### src/rtl/vga_plot_arbiter.sv
// Frame-sequenced owner of the VGA plot port: the background painter runs first each frame,
// then the overlay painter (when enabled), then the port parks until the next V_SYNC fall.
module vga_plot_arbiter (
  input  logic       clk,
  input  logic       iReset,
  input  logic       V_SYNC,
  input  logic       iOverlayEn,
  input  logic       bgValid,
  input  logic [8:0] bgX,
  input  logic [7:0] bgY,
  input  logic [2:0] bgColor,
  input  logic       bgLast,
  output logic       bgReady,
  input  logic       ovValid,
  input  logic [8:0] ovX,
  input  logic [7:0] ovY,
  input  logic [2:0] ovColor,
  input  logic       ovLast,
  output logic       ovReady,
  output logic       oBgStart,
  output logic       oOvStart,
  output logic [8:0] x,
  output logic [7:0] y,
  output logic [2:0] color,
  output logic       writeEn,
  output logic       oBusy,
  output logic [7:0] oOverrun
);

  typedef enum logic [1:0] {
    IDLE = 2'd0,
    BG   = 2'd1,
    OV   = 2'd2
  } state_t;

  state_t state;
  state_t stateNext;
  logic   vSyncPrev;
  logic   vSyncFall;
  logic   bgAccept;
  logic   ovAccept;
  logic   bgStartNext;
  logic   ovStartNext;

  // Clipped beats are still consumed, they just never reach the adapter.
  function automatic logic onScreen(input logic [8:0] px, input logic [7:0] py);
    return (px <= 9'd319) && (py <= 8'd239);
  endfunction

  assign vSyncFall = vSyncPrev & ~V_SYNC;
  assign bgAccept  = bgValid & bgReady;
  assign ovAccept  = ovValid & ovReady;

  // Readies and busy derive from state alone so requesters never see a valid->ready loop.
  always_comb begin
    bgReady = 1'b0;
    ovReady = 1'b0;
    oBusy   = 1'b0;
    case (state)
      BG: begin
        bgReady = 1'b1;
        oBusy   = 1'b1;
      end
      OV: begin
        ovReady = 1'b1;
        oBusy   = 1'b1;
      end
      IDLE: begin
        bgReady = 1'b0;
        ovReady = 1'b0;
        oBusy   = 1'b0;
      end
      default: begin
        bgReady = 1'b0;
        ovReady = 1'b0;
        oBusy   = 1'b0;
      end
    endcase
  end

  // Next-state and phase-entry pulses; a V_SYNC fall outside IDLE never restarts a phase.
  always_comb begin
    stateNext   = state;
    bgStartNext = 1'b0;
    ovStartNext = 1'b0;
    case (state)
      IDLE: begin
        if (vSyncFall) begin
          stateNext   = BG;
          bgStartNext = 1'b1;
        end else begin
          stateNext = IDLE;
        end
      end
      BG: begin
        if (bgAccept && bgLast) begin
          if (iOverlayEn) begin
            stateNext   = OV;
            ovStartNext = 1'b1;
          end else begin
            stateNext = IDLE;
          end
        end else begin
          stateNext = BG;
        end
      end
      OV: begin
        if (ovAccept && ovLast) begin
          stateNext = IDLE;
        end else begin
          stateNext = OV;
        end
      end
      default: begin
        stateNext = IDLE;
      end
    endcase
  end

  // Control registers: state, sync edge history, start pulses and overrun counter.
  always_ff @(posedge clk) begin
    if (iReset) begin
      state     <= IDLE;
      vSyncPrev <= 1'b0;
      oBgStart  <= 1'b0;
      oOvStart  <= 1'b0;
      oOverrun  <= 8'd0;
    end else begin
      state     <= stateNext;
      vSyncPrev <= V_SYNC;
      oBgStart  <= bgStartNext;
      oOvStart  <= ovStartNext;
      if (vSyncFall && (state != IDLE) && (oOverrun != 8'hFF)) begin
        oOverrun <= oOverrun + 8'd1;
      end
    end
  end

  // Plot port registers: one write per accepted on-screen beat.
  always_ff @(posedge clk) begin
    if (iReset) begin
      x       <= 9'd0;
      y       <= 8'd0;
      color   <= 3'd0;
      writeEn <= 1'b0;
    end else if (bgAccept) begin
      x       <= bgX;
      y       <= bgY;
      color   <= bgColor;
      writeEn <= onScreen(bgX, bgY);
    end else if (ovAccept) begin
      x       <= ovX;
      y       <= ovY;
      color   <= ovColor;
      writeEn <= onScreen(ovX, ovY);
    end else begin
      writeEn <= 1'b0;
    end
  end

endmodule

### config.mk
export PLATFORM = sky130hd
export DESIGN_NAME = vga_plot_arbiter
export DESIGN_NICKNAME = d
export VERILOG_FILES = /design/src/rtl/vga_plot_arbiter.sv
export SDC_FILE = /design/constraint.sdc
export NUM_CORES = 1
export LEC_CHECK = 0
export ABC_AREA = 1
export CAP_MARGIN = 15
export CORE_MARGIN = 2
export CORE_UTILIZATION = 36
export CTS_CLUSTER_DIAMETER = 120
export CTS_CLUSTER_SIZE = 24
export DETAILED_ROUTE_END_ITERATION = 16
export PLACE_DENSITY = 0.77
export SETUP_SLACK_MARGIN = 0.2
export SYNTH_ARGS = -nofsm -noshare
export SYNTH_HDL_FRONTEND = slang
export SYNTH_SLANG_ARGS = --single-unit
### constraint.sdc
create_clock -name clk -period 1.3 [get_ports clk]
set_input_delay 0.195 -clock clk [delete_from_list [all_inputs] [get_ports clk]]
set_output_delay 0.195 -clock clk [all_outputs]
set_load 0.01 [all_outputs]
==> results of run 1 <==
cells by family after synthesis:
| family | Yosys count | synth area share |
|---|---|---|
| XOR/XNOR | 3 | 0.0165 |
| buffers and inverters | 25 | 0.0792 |
| AO/OA/AOI/OAI | 37 | 0.143 |
| AND/OR/NAND/NOR | 114 | 0.296 |
| flip-flops | 34 | 0.426 |
| adder cells (fa/ha/maj) | 5 | 0.0392 |
tightest hold or removal path, delay by kind of cell (launching register included):
kind	cells	cell delay, ns
DFF	1	0.32
AOI/OAI and AO/OA	1	0.05
and+or+nand+nor	1	0.06
where the power goes:
| part | internal [mW] | total, mW | switching (mW) |
|---|---|---|---|
| Sequential | 1.05 | 1.07 | 0.0146 |
| Combinational | 0.245 | 0.402 | 0.156 |
| Clock | 0.535 | 0.915 | 0.380 |
worst max path at each step:
stage / start / end / slack (ns) / cells past startpoint
after CTS: state[0]$_SDFF_PP0_ / x[2]$_SDFFE_PP0P_ / -0.06 / 8
final: state[0]$_SDFF_PP0_ / x[8]$_SDFFE_PP0P_ / -0.08 / 9
after floorplan: state[1]$_SDFF_PP0_ / y[4]$_SDFFE_PP0P_ / 0.08 / 8
after global placement: ovValid / y[3]$_SDFFE_PP0P_ / -0.08 / 7
after detailed placement: ovValid / color[0]$_SDFFE_PP0P_ / -0.13 / 7
after global routing: state[0]$_SDFF_PP0_ / color[0]$_SDFFE_PP0P_ / -0.15 / 8
sequential cells by signal, summed over array words and instances, names as in the netlist:
name and cells:
oOverrun 8, oOvStart 1, oBgStart 1, state 2, y 8, vSyncPrev 1, x 9, writeEn 1
color 3
per-stage QoR:
step | worst slack (ns) | utilization
after floorplan | 0.0780 | -
after global placement | -0.0804 | 0.607
after detailed placement | -0.129 | 0.607
after CTS | -0.0618 | 0.695
after global routing | -0.148 | 0.719
final | -0.0775 | 0.719
what timing repair did:
item / 4_1_cts / 5_1_grt
pin swaps: 19 / 11
setup buffers: 13 / 3
endpoints found under the hold margin: 0 / 0
hold buffers: 0 / 0
endpoints found under the setup margin: 65 / 62
cloned: 1 / 0
gates resized for setup: 112 / 56
cells in the final DEF, fill, tap and decap left out, drive strengths merged, types with 7 or more instances in the layout:
cell           instances
nand2                 80
clkdlybuf4s50         47
buf                   35
dfxtp                 34
clkbuf                19
nor2                  19
inv                   16
a31oi                 15
clkdlybuf4s15         13
a21oi                 13
nand3                  7
o21ai                  7
layout make-up:
class                           count  area share
Tap cell                           52      0.0209
Clock buffer                        8      0.0354
Sequential cell                    34       0.227
Inverter                           17      0.0310
Multi-Input combinational cell    159       0.334
Timing Repair Buffer              111       0.351
per-layer routing:
layer	vias to the layer above	global-route usage	routed length [µm]
li1	930	-	-
met1	854	0.255	2060
met2	73	0.372	2660
met3	8	0.0570	409
met4	0	0.0566	66
met5	-	0	0
==> metrics.yaml, run 1 <==
clock_tree:
  cts_made_buffers: 5
  insertion_delay_ns: 0.28
  clockBufferDepth: 2
  h-tree-depth: 2
  cts_tree: "built"
  clock_sinks: 34
  clockRootBuffer: "clkbuf_8"
  cts.clk_slew.worst_paths_ns: 0.07
synth:
  ys_seq_elements: 34
  ys.flop_type: "dfxtp_1"
  synth.area.top_cells: "dfxtp_1 43%, nand2_1 18%, a31oi_1 5.9%"
  ys_types: 24
  netlist_area_um2: 1600
  synthTopCellsByCount: "77 x nand2_1, 34 x dfxtp_1, 17 x nor2_1, 15 x a31oi_1, 15 x inv_1"
  synth_top_area_share: 0.426
  seq_area_frac_synth: 0.426
  async_flop_share: 0
  post-synth-top-count-cell: "nand2_1"
  syn_avg_cell_area_um2: 7.32
  syn_nets: 271
  yosysWarningCount: 0
  post-synth-top-area-cell: "dfxtp_1"
  synth_cells: 218
  synth-edff-count: 0
critical_path:
  cp-start-kind: "flip-flop"
  critPathTopFamily: "buffers and inverters"
  path_cells: "buf_6 > ha_4 > nand2_8 > nand2_4 > inv_8 > buf_6 > buf_12 > nand2_1 > a31oi_1"
  worst-endpoint-required_ns: 1.51
  reg2reg_to: "x[8]$_SDFFE_PP0P_"
  rrSetupSlack_ns: -0.08
  crit_type: "flip-flop to flip-flop"
  crit_top_cell: "buf_6"
  crit_slowest_cell: "dfxtp_4"
  rr_worst_depth: 9
  endpoint_kind: "flip-flop"
  timing.rr.start: "state[0]$_SDFF_PP0_"
  crit_path_max_incr_delay_ns: 0.36
  arrival_ns: 1.59
  crit_buf_inv: 4
  cp_max_fo: 7
final_layout:
  multi_input_area_um2: 1040
  final_nets: 381
  nFillCells: 344
  drive_gt1_frac: 0.359
  final_cell_area_um2: 3110
  instances_no_fill: 381
  synthToLayoutAreaGrowth_pct: 94.7
  seqCellArea_um2: 707
  diodes: 0
place:
  place_congestion: 0.820
  placed_area_um2: 2630
  dp_cells: 356
  hpwl_um: 3330
  portBuffers: 81
status:
  status: "complete, but fails checks"
  violations: "negative setup slack"
sta:
  worst_pin_slew_ns: 0.256
  hold_slack_ns: 0.465
  timing.fmax_mhz: 726
  setup_tns_ns: -0.646
  drv_slew: 0
  finalHoldViolations: 0
  fin_crit_sh: 1.06
  setup_viol: 20
  finalWorstSetupSlack_ns: -0.0775
  rsz0062_at_grt: "true"
  finalClockSkew_ns: 0.00534
  slew_headroom: 0.828
  final.min_clock_period_ns: 1.38
route:
  wl_um: 5200
  drtIter0Drc: 130
  vias: 1865
  antenna_left: 0
  drcViolationCount: 0
  dr.pass1.iters: 4
  wl_per_cell_um: 13.6
  viasPerCell: 4.90
power_and_ir_drop:
  finalPower_mw: 2.38
  p_per_area_nw_per_um2: 767
  cellLeakagePower_nw: 1.27
  ir_drop_mv: 0.531
grt:
  grt_max_degree: 27
  grt_pass1_vias: 1840
  grt_antenna_before_repair: 0
  overflow: 0
  grt_use_total: 0.211
  grt_pass1_wl_um: 8500
die:
  core-area_um2: 4320
  rows: 24
  die-area_um2: 4980
  io_pins: 82
  start_util: 0.369
  die_w_um: 70.6
  fp.dieH_um: 70.6
min_path:
  hold_class: "flip-flop to flip-flop"
  min_to: "x[1]$_SDFFE_PP0P_"
  holdCritStartpoint: "x[1]$_SDFFE_PP0P_"
  holdPathStages: 2
job:
  max_cap_viol_count: 0
No activity file was read; power rests on OpenSTA's default activity.
==> run 2: changes to the inputs <==
MAX_ROUTING_LAYER = met4   (was not set)
==> metrics.yaml, run 2 (synthesis results as in run 1) <==
clock_tree:
  h-tree-depth: 2  # unchanged
  cts_made_buffers: 5  # unchanged
  ctsHoldBuffers: 0  # unchanged
  clockRootBuffer: "clkbuf_8"
  clockBufferDepth: 2  # unchanged
  insertion_delay_ns: 0.28  # about the same
  cts.clk_slew.worst_paths_ns: 0.07  # about the same
  clock_sinks: 34  # unchanged
  cts_tree: "built"
critical_path:
  arrival_ns: 1.59  # about the same
  crit_slowest_cell: "dfxtp_4"
  cp-startpoint: "state[0]$_SDFF_PP0_"
  critPathTopFamily: "buffers and inverters"
  path_cells: "buf_6 > ha_4 > nand2_8 > nand2_4 > inv_8 > buf_6 > buf_12 > nand2_1 > a31oi_1"
  endpoint_kind: "flip-flop"
  crit_buf_inv: 4  # unchanged
  crit_top_cell: "buf_6"
  cp-start-kind: "flip-flop"
  crit_path_max_incr_delay_ns: 0.36  # about the same
  crit_type: "flip-flop to flip-flop"
  worst-endpoint-required_ns: 1.51  # about the same
  timing.rr.start: "state[0]$_SDFF_PP0_"
  cp_max_fo: 7  # unchanged
die:
  io_pins: 82  # unchanged
  rows: 24  # unchanged
  core-area_um2: 4320  # unchanged
  die-area_um2: 4980  # unchanged
  die_w_um: 70.6  # unchanged
  start_util: 0.369  # unchanged
  fp.dieH_um: 70.6  # unchanged
final_layout:
  diodes: 0  # unchanged
  largest_register: "x"
  final_common_cell: "nand2_1"
  largestRegisters: "x (9), oOverrun (8), y (8)"
  largest_reg_flops: 9  # unchanged
  final_nets: 381  # unchanged
  nFillCells: 344  # unchanged
  final_cell_area_um2: 3110  # unchanged
  final_cell_mix: "63 x nand2_1, 47 x clkdlybuf4s50_1, 25 x dfxtp_1"
  synthToLayoutAreaGrowth_pct: 94.7  # unchanged
  drive_gt1_frac: 0.359  # unchanged
grt:
  grt_use_total: 0.217  # +0.00643
  overflow: 0  # unchanged
  grt_pass1_vias: 1838  # -0.11%
  grt_pass1_wl_um: 8510  # about the same
  grt_antenna_before_repair: 0  # unchanged
  grt_max_degree: 27  # unchanged
route:
  wl_um: 5190  # -0.27%
  viasPerCell: 4.91  # +0.32%
  drtIter0Drc: 119  # -8.5%
  vias: 1871  # +0.32%
  dr.pass1.iters: 4  # unchanged
  antenna_left: 0  # unchanged
  wl_per_cell_um: 13.6  # -0.27%
  drcViolationCount: 0  # unchanged
power_and_ir_drop:
  pwr-share-comb: 0.169  # about the same
  cellLeakagePower_nw: 1.27  # unchanged
  p_seq_frac: 0.449  # about the same
  power.switching_uw: 546  # -0.94%
  p_int_mw: 1.83  # about the same
  clkPwrFrac: 0.383  # about the same
  swShare: 0.229  # -0.00168
  ir_drop_mv: 0.527  # -0.82%
  p_per_area_nw_per_um2: 765  # -0.22%
sta:
  slew_headroom: 0.828  # unchanged
  fin_crit_sh: 1.06  # -0.00136
  setup_viol: 20  # unchanged
  rsz0062_at_grt: "true"
  setup_tns_ns: -0.641  # +0.00538 ns
  drv_slew: 0  # unchanged
  finalWorstSetupSlack_ns: -0.0757  # +0.00177 ns
  finalHoldViolations: 0  # unchanged
  final.min_clock_period_ns: 1.38  # -0.00177 ns
  finalClockSkew_ns: 0.00549  # +0.000147 ns
  timing.fmax_mhz: 727  # +0.13%
  worst_pin_slew_ns: 0.256  # unchanged
  hold_slack_ns: 0.465  # -0.000613 ns
job:
  max_cap_viol_count: 0  # unchanged
min_path:
  holdCritStartpoint: "x[1]$_SDFFE_PP0P_"
  hold_class: "flip-flop to flip-flop"
place:
  portBuffers: 81  # unchanged
  placed_area_um2: 2630  # unchanged
  place_congestion: 0.833  # +1.5%
  hpwl_um: 3330  # unchanged
status:
  violations: "negative setup slack"
  status: "complete, but fails checks"
-- run 2: layout make-up --
class | instances | area (µm²) | area share
Inverter | 17 | 96.3 | 0.0310
Timing Repair Buffer | 111 | 1090 | 0.351
Multi-Input combinational cell | 159 | 1040 | 0.334
Clock buffer | 8 | 110 | 0.0354
Tap cell | 52 | 65.1 | 0.0209
Sequential cell | 34 | 707 | 0.227
-- run 2: worst paths after layout --
path                       end  slack, ns  cells past startpoint
max          x[8]$_SDFFE_PP0P_      -0.08                      9
min          x[1]$_SDFFE_PP0P_       0.46                      2
max reg2reg  x[8]$_SDFFE_PP0P_      -0.08                      9
min reg2reg  x[1]$_SDFFE_PP0P_       0.46                      2
-- run 2: per-layer routing --
layer | global-route usage | wire length [µm] | vias up
met4 | 0.0566 | 66 | 0
met2 | 0.372 | 2660 | 72
met1 | 0.255 | 2040 | 860
met3 | 0.0570 | 414 | 8
met5 | - | 0 | -
li1 | - | - | 931
-- run 2: what timing repair did --
action	4_1_cts	5_1_grt
setup endpoints to repair	65	62
setup buffers	13	3
gates cloned	1	0
resized for setup	112	56
pin swaps	19	11
-- run 2: metrics by stage --
| step | total power, mW | setup WS [ns] | cells | util |
|---|---|---|---|---|
| 2_1_floorplan | 1.20 | 0.0780 | 218 | - |
| 3_3_place_gp | 1.43 | -0.0804 | 356 | 0.607 |
| 6_report | 2.38 | -0.0757 | 381 | 0.719 |
| 5_1_grt | 2.48 | -0.148 | 381 | 0.719 |
| 4_1_cts | 2.37 | -0.0618 | 378 | 0.695 |
| 3_5_place_dp | 1.43 | -0.129 | 356 | 0.607 |
-- run 2: power by group through the flow --
stage	registers (mW)	logic, mW	clock network, mW
global placement	1.10	0.334	0
finish	1.07	0.401	0.910
detailed placement	1.10	0.335	0
CTS	1.07	0.378	0.927
global route	1.07	0.428	0.985
floorplan	1.10	0.0914	0
-- run 2: worst min-delay path: cells and delay by family (launching register included) --
kind / cells / cell delay, ns
simple gates: 1 / 0.06
compound gates: 1 / 0.05
flops: 1 / 0.31
==> run 3: changes to the inputs <==
CAP_MARGIN = not set   (was 15)
SLEW_MARGIN = 20   (was not set)
==> results of run 3 <==
Same layout as run 2: the final DEF is identical, and so are final timing and power.
